## src/rtl/mbank_bist.sv

```systemverilog
// March-test initiator/checker for mbank_controller: writes addr^SEED, reads it back, reports mismatches.
// Optional inverted descending passes (P2/P3) are enabled by defining MBANK_BIST_INV_PASS_EN.
module mbank_bist #(
    parameter int                ADDR_W  = 5,
    parameter int                DATA_W  = 8,
    parameter logic [DATA_W-1:0] SEED    = DATA_W'(8'hA5),
    parameter int                TIMEOUT = 64
) (
    input  logic              clk,
    input  logic              rst,
    input  logic              start,
    output logic              req,
    output logic              we,
    output logic [ADDR_W-1:0] addr,
    output logic [DATA_W-1:0] din,
    input  logic [DATA_W-1:0] dout,
    input  logic              busy,
    input  logic              ready,
    output logic              running,
    output logic              done,
    output logic              pass,
    output logic [7:0]        err_count,
    output logic [ADDR_W-1:0] fail_addr,
    output logic [DATA_W-1:0] fail_data,
    output logic              timeout_err
);

    typedef enum logic [2:0] {
        S_IDLE,
        S_ISSUE,
        S_WAIT,
        S_CHECK,
        S_NEXT,
        S_FINISH
    } state_t;

    localparam int TW = $clog2(TIMEOUT + 1);
`ifdef MBANK_BIST_INV_PASS_EN
    localparam int PW = 2;
`else
    localparam int PW = 1;
`endif

    state_t            state;
    logic [PW-1:0]     phase;
    logic [TW-1:0]     tcnt;
    logic [DATA_W-1:0] dout_q;

    logic [PW-1:0]     nxt_phase;
    logic [ADDR_W-1:0] nxt_addr;
    logic [ADDR_W-1:0] end_addr;
    logic [ADDR_W-1:0] nxt_step;
    logic [ADDR_W-1:0] nxt_start;
    logic              nxt_inv;
    logic              at_end;
    logic              last_phase;

    logic unused_ready;
    assign unused_ready = ready;

    function automatic logic [DATA_W-1:0] pattern(input logic inv, input logic [ADDR_W-1:0] a);
        pattern = (DATA_W'(a) ^ SEED) ^ {DATA_W{inv}};
    endfunction

    // Address/phase sequencing for the access that follows the current one.
    always_comb begin
`ifdef MBANK_BIST_INV_PASS_EN
        end_addr   = phase[1] ? '0 : '1;
        nxt_step   = phase[1] ? addr - 1'b1 : addr + 1'b1;
        last_phase = &phase;
`else
        end_addr   = '1;
        nxt_step   = addr + 1'b1;
        last_phase = phase[0];
`endif
        at_end    = (addr == end_addr);
        nxt_phase = at_end ? phase + 1'b1 : phase;
`ifdef MBANK_BIST_INV_PASS_EN
        nxt_start = nxt_phase[1] ? '1 : '0;
        nxt_inv   = nxt_phase[1];
`else
        nxt_start = '0;
        nxt_inv   = 1'b0;
`endif
        nxt_addr = at_end ? nxt_start : nxt_step;
    end

    always_ff @(posedge clk or posedge rst) begin
        if (rst) begin
            state       <= S_IDLE;
            phase       <= '0;
            tcnt        <= '0;
            dout_q      <= '0;
            req         <= 1'b0;
            we          <= 1'b0;
            addr        <= '0;
            din         <= '0;
            running     <= 1'b0;
            done        <= 1'b0;
            pass        <= 1'b0;
            err_count   <= '0;
            fail_addr   <= '0;
            fail_data   <= '0;
            timeout_err <= 1'b0;
        end else begin
            case (state)
                S_IDLE: begin
                    if (start) begin
                        done        <= 1'b0;
                        pass        <= 1'b0;
                        err_count   <= '0;
                        fail_addr   <= '0;
                        fail_data   <= '0;
                        timeout_err <= 1'b0;
                        running     <= 1'b1;
                        phase       <= '0;
                        addr        <= '0;
                        we          <= 1'b1;
                        din         <= pattern(1'b0, '0);
                        req         <= 1'b1;
                        state       <= S_ISSUE;
                    end
                end
                S_ISSUE: begin
                    req   <= 1'b0;
                    tcnt  <= '0;
                    state <= S_WAIT;
                end
                S_WAIT: begin
                    if (!busy) begin
                        dout_q <= dout;
                        state  <= we ? S_NEXT : S_CHECK;
                    end else if (tcnt == TW'(TIMEOUT - 1)) begin
                        timeout_err <= 1'b1;
                        done        <= 1'b1;
                        running     <= 1'b0;
                        pass        <= 1'b0;
                        state       <= S_FINISH;
                    end else begin
                        tcnt <= tcnt + 1'b1;
                    end
                end
                S_CHECK: begin
                    // din still holds this address's pattern, which is the expected read value.
                    if (dout_q != din) begin
                        if (err_count != 8'hFF) begin
                            err_count <= err_count + 8'd1;
                        end
                        if (err_count == 8'd0) begin
                            fail_addr <= addr;
                            fail_data <= dout_q;
                        end
                    end
                    state <= S_NEXT;
                end
                S_NEXT: begin
                    if (at_end && last_phase) begin
                        done    <= 1'b1;
                        running <= 1'b0;
                        pass    <= (err_count == 8'd0) && !timeout_err;
                        state   <= S_FINISH;
                    end else begin
                        phase <= nxt_phase;
                        addr  <= nxt_addr;
                        we    <= ~nxt_phase[0];
                        din   <= pattern(nxt_inv, nxt_addr);
                        req   <= 1'b1;
                        state <= S_ISSUE;
                    end
                end
                S_FINISH: begin
                    state <= S_IDLE;
                end
                default: begin
                    state <= S_IDLE;
                end
            endcase
        end
    end

endmodule

```

## config.mk

```make
export PLATFORM = sky130hd
export DESIGN_NAME = mbank_bist
export DESIGN_NICKNAME = d
export VERILOG_FILES = /design/src/rtl/mbank_bist.sv
export SDC_FILE = /design/constraint.sdc
export NUM_CORES = 1
export LEC_CHECK = 0
export ABC_AREA = 1
export CORE_MARGIN = 5
export CORE_UTILIZATION = 50
export DETAILED_ROUTE_END_ITERATION = 8
export MAX_ROUTING_LAYER = met4
export PLACE_DENSITY = 0.87
export SLEW_MARGIN = 40
export SYNTH_ARGS = -nofsm -noshare
export SYNTH_HDL_FRONTEND = slang
export SYNTH_SLANG_ARGS = --single-unit
```

## constraint.sdc

```tcl
create_clock -name clk -period 4.95 [get_ports clk]
set_input_delay 0.99 -clock clk [delete_from_list [all_inputs] [get_ports clk]]
set_output_delay 0.99 -clock clk [all_outputs]
set_load 0.01 [all_outputs]
```

==> results of run 1 <==
-- critical path, cell delays in order --
cell and delay (ns):
sky130_fd_sc_hd__clkdlybuf4s50_1 0.49, sky130_fd_sc_hd__inv_1 0.06, sky130_fd_sc_hd__nand2_2 0.38, sky130_fd_sc_hd__nand3_2 0.44, sky130_fd_sc_hd__nand2_1 0.17, sky130_fd_sc_hd__nand2_1 0.06
-- registers in the layout, summed over array words and instances, names as in the netlist, 3 cells and up --
name       flops
dout_q         8
state          3
addr           4
err_count      8
din            4
tcnt           7
fail_addr      5
fail_data      8
-- final cells by class --
| type | instances | area (um^2) | share of cell area [%] |
|---|---|---|---|
| clock buffers | 6 | 82.6 | 2.35 |
| clock inverters | 2 | 12.5 | 0.356 |
| inverters | 46 | 175 | 4.99 |
| multi-input cells | 263 | 1300 | 37.0 |
| flip-flops and latches | 54 | 1350 | 38.5 |
| well taps | 72 | 90.1 | 2.57 |
| repair buffers | 50 | 500 | 14.3 |
-- power by group through the flow --
stage | sequential, mW | clock (mW) | combinational [mW]
4_1_cts | 0.648 | 0.257 | 0.710
6_report | 0.648 | 0.252 | 0.705
2_1_floorplan | 0.671 | 0 | 0.469
5_1_grt | 0.665 | 0.273 | 0.793
3_3_place_gp | 0.650 | 0 | 0.689
3_5_place_dp | 0.656 | 0 | 0.706
-- metrics by stage --
step	hold WS (ns)	utilization, %	setup slack (ns)	area [um^2]
after floorplan	0.467	-	2.65	2920
after global placement	0.459	61.2	1.98	3410
after detailed placement	0.461	61.2	1.89	3410
after CTS	0.484	62.9	2.22	3510
after global routing	0.516	63.0	2.39	3510
final	0.487	63.0	2.55	3510
-- Yosys cell counts (5+ instances only) --
library cell               n  area share, %
sky130_fd_sc_hd__dfrtp_1  54             46
sky130_fd_sc_hd__nand3_1  16            2.7
sky130_fd_sc_hd__o21ai_0   6            1.0
sky130_fd_sc_hd__nand2_2  13            2.8
sky130_fd_sc_hd__ha_1      6            2.6
sky130_fd_sc_hd__buf_2     7            1.2
sky130_fd_sc_hd__a21oi_1  21            3.6
sky130_fd_sc_hd__nand2_1  88             11
sky130_fd_sc_hd__inv_2     7           0.90
sky130_fd_sc_hd__inv_1    38            4.9
sky130_fd_sc_hd__xor2_1    5            1.5
sky130_fd_sc_hd__nor2_1   59            7.6
sky130_fd_sc_hd__nand4_1  21            4.5
sky130_fd_sc_hd__buf_4     6            1.5
-- worst paths after layout --
| path | from | end | slack [ns] | cells past startpoint |
|---|---|---|---|---|
| max in group asynchronous | rst | dout_q[4] | 3.37 | 2 |
| worst max register to register | addr[1] | addr[2] | 2.83 | 10 |
| worst min-delay path | fail_addr[0] | fail_addr[0] | 0.49 | 2 |
| worst max-delay path | start | fail_data[7] | 2.55 | 6 |
| min in group asynchronous | rst | running | 1.12 | 2 |
| worst min register to register | fail_addr[0] | fail_addr[0] | 0.49 | 2 |
-- metal layers --
| layer | track usage [%] | vias up | part of all wire (%) |
|---|---|---|---|
| li1 | - | 1286 | - |
| met1 | 23.5 | 1180 | 46 |
| met2 | 28.7 | 61 | 48 |
| met3 | 3.23 | 6 | 5.6 |
| met4 | 5.10 | 0 | 1.1 |
| met5 | - | - | 0 |
-- cell families (layout without fill, tap and decap cells) --
logic type	after synthesis	after routing	synth area share (%)
adder cells (fa/ha/maj)	6	6	2.57
flip-flops	54	54	46.3
XOR/XNOR	5	5	1.50
AND/OR/NAND/NOR	211	211	32.7
other	1	1	0.128
buffers and inverters	62	104	9.30
AO/OA/AOI/OAI	40	40	7.54
==> results.rst, run 1 <==
.. list-table::
   :header-rows: 1

   * - Metric
     - Value
   * - Number of endpoints with negative hold slack in the final report
     - 0
   * - Placeable Area
     - around 0.0056 mm^2
   * - Leakage dissipation
     - ~1.7 nW
   * - Chip width
     - a little under 90 um
   * - Combinational group share of total power
     - 43.9%
   * - Peak supply drop
     - roughly 0.26 mV
   * - Worst endpoint data arrival time
     - between 2 and 3 ns
   * - Number of ports placed on the die boundary
     - between 50 and 60
   * - Fraction of power consumed by the clock network
     - about 16%
   * - RD Place Congestion
     - about 0.90
   * - Wire length of the first global-routing pass
     - 10600 um
   * - Most frequent standard cell in the layout excluding fill and tap cells
     - sky130_fd_sc_hd__nand2_1
   * - Path type of the worst min-delay path
     - reg -> reg
   * - Latest clock arrival within the worst-skew pair
     - about 0.3 ns
   * - TritonCTS clock tree
     - done
   * - Initial Utilization
     - between 50% and 60%
   * - Final setup violating endpoints
     - 0
   * - Type of the worst setup path
     - in -> reg
   * - Sw frac
     - 41.4%
   * - Cell total after placement
     - 485
   * - Category of the worst setup path launch point
     - input pin
   * - Clock skew after layout
     - between 0.007 and 0.008 ns
   * - Initial antenna violation count
     - 0
   * - Count of nets left with antenna violations after detail routing
     - 0
   * - Synthesized area per cell
     - 7.70 um^2
   * - Vias in the first global route
     - 2364
   * - GRT overflow
     - 0
   * - Number of DRC markers after the initial detailed-route iteration
     - 170
   * - First-pass detailed-route iteration total
     - 4
   * - Area grow syn2layout
     - 20.3%
   * - Number of pins with negative max-slew slack in the final report
     - 0
   * - Most common flop cell mapped by yosys
     - sky130_fd_sc_hd__dfrtp_1
   * - Period minus WS final
     - 2.40 ns
   * - Clock Tree Buf Depth
     - 2
   * - Via density per instance
     - 5.14
   * - Post-CTS clock slew at the launch and capture registers of the worst setup and hold paths
     - 0.09 ns
   * - Share of the yosys chip area belonging to registers
     - a little under half
   * - Crit path max fanout
     - 26
   * - Worst Setup End Kind
     - flop
   * - Post-DR wirelength/cell
     - between 10 and 15 um
   * - Worst slew margin relative to its limit
     - between 50% and 60%
   * - Quantity of gates resized following cts
     - 0
   * - Synthesized netlist cell count
     - 379
   * - Root cell of the clock tree
     - sky130_fd_sc_hd__clkbuf_8
   * - Total of buffers placed on input and output ports
     - 50
   * - Hold bufs inserted after CTS
     - 0
   * - Post-CTS Setup Inserts
     - 0
   * - Post-route total power
     - around 1.6 mW
   * - Total net switching power
     - approximately 0.66 mW
   * - Vert. Die Dim
     - ~86 um
   * - Post-layout net count
     - about 440
   * - Clock buffers created by TritonCTS
     - 5
   * - Proportion of synthesized flip-flops having asynchronous set or reset
     - 100%
   * - DR DRC count
     - 0
   * - Critical path required time
     - around 5.2 ns
   * - Full die area
     - 0.00747 mm^2
   * - Final total negative setup slack
     - 0 ns
   * - Number of fillers in the final layout
     - 481
   * - Worst slew pin tran
     - 0.660 ns
   * - Number of distinct library cell variants in the gate-level netlist after synthesis
     - 32
   * - Areal power density over the cells
     - around 460 mW/mm^2
   * - Setup repair after global routing missed its margin
     - false
   * - Synthesized cell area
     - ~0.0029 mm^2
   * - Routed vias
     - ~2500
   * - Flip-flop and latch count after synthesis
     - 54
   * - Commonest cells after routing, fill and taps aside
     - sky130_fd_sc_hd__nand2_1, sky130_fd_sc_hd__nor2_1, sky130_fd_sc_hd__dfrtp_1, sky130_fd_sc_hd__clkdlybuf4s50_1, sky130_fd_sc_hd__inv_1
   * - Pin count of the biggest net entering global routing
     - 55
   * - Run status
     - finished clean
   * - Routed wire length
     - between 6000 and 7000 um
   * - Fmax achieved
     - between 400 and 500 MHz
   * - Number of nets in the synthesized netlist
     - 398
   * - Count of inserted antenna diode cells
     - 0
   * - Number of placement rows
     - 27
   * - Max capacitance violation total
     - 0
   * - Total global-route track usage
     - 18.0%
   * - Sequential fraction of design power
     - between 40% and 50%
   * - Number of warnings reported in the yosys synthesis log
     - 0
   * - Depth of the CTS H-tree
     - 2
   * - DP Wirelength
     - roughly 4500 um
   * - Sink count of the clock tree
     - 54
   * - Share of the clock period used by the worst path
     - ~48%
   * - Post-route non-filler standard cell count
     - roughly 490
   * - Cell-internal power
     - about 0.94 mW
   * - Share of final-layout standard cells stronger than drive strength 1
     - 9.26%
   * - Count of flip-flops with a built-in enable after synthesis
     - 0
No activity file was read; power rests on OpenSTA's default activity.
==> inputs of run 2 (changes only) <==
==> constraint.sdc (replaced) <==
create_clock -name clk -period 2.4 [get_ports clk]
set_input_delay 0.48 -clock clk [delete_from_list [all_inputs] [get_ports clk]]
set_output_delay 0.48 -clock clk [all_outputs]
set_load 0.01 [all_outputs]
==> run 2 against run 1 <==
Compared with the run above: clock skew shrank 0.0018 ns; first-iteration DRC count shrank 17%; sequential share of layout area shrank 0.61 points; utilization grew 1.0 points; power grew 110%; final area grew 1.6%; final cell count grew 1.0%; clock power grew 130%; critical endpoint unchanged; critical path depth grew 3; flip-flop and latch count is the same; hold slack lost 0.0096 ns.
==> results.rst, run 2 (same netlist as run 1, synthesis figures left out) <==
.. list-table::
   :header-rows: 1

   * - Metric
     - Value
   * - Run status
     - finished clean
   * - Vert. Die Dim
     - 86.4 um (unchanged)
   * - Global routing's busiest layer
     - met2
   * - DP Wirelength
     - 4770 um (+5.9%)
   * - Clock skew after layout
     - 0.00589 ns (-0.00175 ns)
   * - Latest clock arrival within the worst-skew pair
     - 0.30 ns (about the same)
   * - Hold Path Depth
     - 2 (unchanged)
   * - Number of ports placed on the die boundary
     - 53 (unchanged)
   * - Clock Tree Buf Depth
     - 2 (unchanged)
   * - Hold bufs inserted after CTS
     - 0 (unchanged)
   * - Largest regs
     - dout_q x8, err_count x8, fail_data x8
   * - Post-CTS Setup Inserts
     - 0 (unchanged)
   * - RD Place Congestion
     - 0.898 (-0.30%)
   * - Final total negative setup slack
     - 0 ns (unchanged)
   * - First-pass detailed-route iteration total
     - 4 (unchanged)
   * - Fraction of power consumed by the clock network
     - 17.3% (+1.6 points)
   * - Grt met3 use
     - 3.04% (-0.19 points)
   * - Pin count of the biggest net entering global routing
     - 33 (-40%)
   * - Root cell of the clock tree
     - sky130_fd_sc_hd__clkbuf_8
   * - Post-CTS clock slew at the launch and capture registers of the worst setup and hold paths
     - 0.09 ns (about the same)
   * - Final setup violating endpoints
     - 0 (unchanged)
   * - Total net switching power
     - 1.37 mW (+110%)
   * - Depth of the CTS H-tree
     - 2 (unchanged)
   * - Peak supply drop
     - 0.532 mV (+100%)
   * - Count of inserted antenna diode cells
     - 0 (unchanged)
   * - Number of endpoints with negative hold slack in the final report
     - 0 (unchanged)
   * - TritonCTS clock tree
     - done
   * - Post-route setup slack
     - 0.364 ns (-2.19 ns)
   * - Setup repair after global routing missed its margin
     - false
   * - Setup Slack @ Placement
     - 0.361 ns (-1.53 ns)
   * - Sequential fraction of design power
     - 39.2% (-1.2 points)
   * - Met2 usage in global routing
     - 28.8% (+0.070 points)
   * - Post-route non-filler standard cell count
     - 498 (+1.0%)
   * - Count of nets left with antenna violations after detail routing
     - 0 (unchanged)
   * - Worst endpoint data arrival time
     - 2.23 ns (-0.37 ns)
   * - Max capacitance violation total
     - 0 (unchanged)
   * - Quantity of gates resized following cts
     - 0 (unchanged)
   * - Cell total after placement
     - 490 (+1.0%)
   * - Worst Hold Margin
     - 0.477 ns (-0.00961 ns)
   * - Commonest cells after routing, fill and taps aside
     - sky130_fd_sc_hd__nand2_1, sky130_fd_sc_hd__nor2_1, sky130_fd_sc_hd__dfrtp_1, sky130_fd_sc_hd__clkdlybuf4s50_1, sky130_fd_sc_hd__inv_1
   * - Period minus WS final
     - 2.04 ns
   * - Path type of the worst min-delay path
     - reg -> reg
   * - Combinational group share of total power
     - 43.5% (-0.4 points)
   * - Total global-route track usage
     - 18.4% (+0.42 points)
   * - Fmax achieved
     - just under 500 MHz
   * - Start of the worst register-to-register path
     - state[0]
   * - Leakage dissipation
     - 1.72 nW (+1.9%)
   * - Post-route total power
     - 3.41 mW (+110%)
   * - Number of fillers in the final layout
     - 487 (+1.2%)
   * - Sink count of the clock tree
     - 54 (unchanged)
   * - Most frequent standard cell in the layout excluding fill and tap cells
     - sky130_fd_sc_hd__nand2_1
   * - Areal power density over the cells
     - 956 mW/mm^2 (+110%)
   * - Full die area
     - 0.00747 mm^2 (unchanged)
   * - Chip width
     - 86.4 um (unchanged)
   * - Terminus of the critical flop-to-flop path
     - fail_data[7]
   * - Placeable Area
     - 0.00557 mm^2 (unchanged)
   * - Number of DRC markers after the initial detailed-route iteration
     - 141 (-17%)
   * - Category of the worst setup path launch point
     - flop
   * - Number of placement rows
     - 27 (unchanged)
   * - Area grow syn2layout
     - 22.2%
   * - Post-DR wirelength/cell
     - 12.7 um (+1.2%)
   * - Number of pins with negative max-slew slack in the final report
     - 0 (unchanged)
   * - Critical path required time
     - 2.59 ns (-2.56 ns)
   * - Type of the worst setup path
     - reg -> reg
   * - Crit path max fanout
     - 21 (-19%)
   * - Initial Utilization
     - 52.4% (unchanged)
   * - Worst Setup End Kind
     - flop
   * - DR DRC count
     - 0 (unchanged)
   * - Min-Delay Startpoint
     - running
   * - Sw frac
     - 40.1% (-1.3 points)
   * - Share of the clock period used by the worst path
     - a little over four fifths
   * - FF-to-FF path depth
     - 9 (-1)
   * - Wire length of the first global-routing pass
     - 10800 um (+1.6%)
   * - Via density per instance
     - 5.21 (+1.5%)
   * - GRT overflow
     - 0 (unchanged)
   * - Vias in the first global route
     - 2405 (+1.7%)
   * - Initial antenna violation count
     - 0 (unchanged)
   * - Clock buffers created by TritonCTS
     - 5 (unchanged)
   * - Worst reg-to-reg setup slack
     - 0.36 ns (-2.47 ns)
   * - Share of final-layout standard cells stronger than drive strength 1
     - 9.62% (+0.36 points)
   * - Routed vias
     - 2596 (+2.5%)
   * - Routed wire length
     - 6300 um (+2.3%)
   * - Post-layout net count
     - 444 (+1.1%)
   * - Total of buffers placed on input and output ports
     - 50 (unchanged)
   * - Met1 layer usage reported by global route
     - 24.6% (+1.2 points)
   * - Worst hold endpoint
     - running
   * - Cell-internal power
     - 2.04 mW (+120%)
[run 2: cell types whose count changed in the layout (fill, tap and decap cells not counted), sizes merged]
cell / before / now
clkbuf: 6 / 7
buf: 0 / 5
clkinv: 2 / 1
clkinvlp: 1 / 0
bufinv: 0 / 1
[run 2: worst max-delay path by stage]
stage,from,to,slack [ns],depth (start not counted)
after global routing,state[0],fail_addr[4],0.05,9
after global placement,state[0],fail_addr[3],0.41,9
after detailed placement,state[0],fail_data[7],0.36,9
final,state[0],fail_data[7],0.36,9
after floorplan,rst,addr[0],0.61,1
after CTS,state[0],fail_data[7],0.34,9
[run 2: metal layers]
metal  routed length [um]  vias up  part of all wire [%]
met2                 3000       73                    48
li1                     -     1293                     -
met5                    0        -                     0
met1                 2900     1223                    46
met4                   78        0                   1.2
met3                  320        7                   5.1
[run 2: critical path: stages, from the launching register on]
cell                      delay [ns]
sky130_fd_sc_hd__dfrtp_1        0.45
sky130_fd_sc_hd__nand2_1        0.12
sky130_fd_sc_hd__nor2_4         0.17
sky130_fd_sc_hd__inv_2          0.19
sky130_fd_sc_hd__nand2_2        0.13
sky130_fd_sc_hd__inv_2          0.05
sky130_fd_sc_hd__nor2_4         0.26
sky130_fd_sc_hd__nand3_2        0.35
sky130_fd_sc_hd__nand2_1        0.16
sky130_fd_sc_hd__nand2_1        0.06
[run 2: power by group through the flow]
stage	sequential, mW	clock [mW]	combinational, mW
floorplan	1.38	0	0.967
global placement	1.34	0	1.45
detailed placement	1.36	0	1.48
CTS	1.34	0.607	1.49
global route	1.37	0.648	1.67
finish	1.34	0.590	1.48
[run 2: layout make-up]
cell class	instances	area [um^2]	share of cell area, %
Clock buffer	7	76.3	2.14
Clock inverter	1	30.0	0.842
Inverter	46	173	4.84
Multi-Input combinational cell	263	1300	36.3
Sequential cell	54	1350	37.9
Tap cell	72	90.1	2.53
Timing Repair Buffer	55	551	15.4
[run 2: stage by stage]
stage               instance area [um^2]  util, %
floorplan                           2920        -
global placement                    3460     62.1
detailed placement                  3460     62.1
CTS                                 3570     64.0
global route                        3570     64.0
finish                              3570     64.0
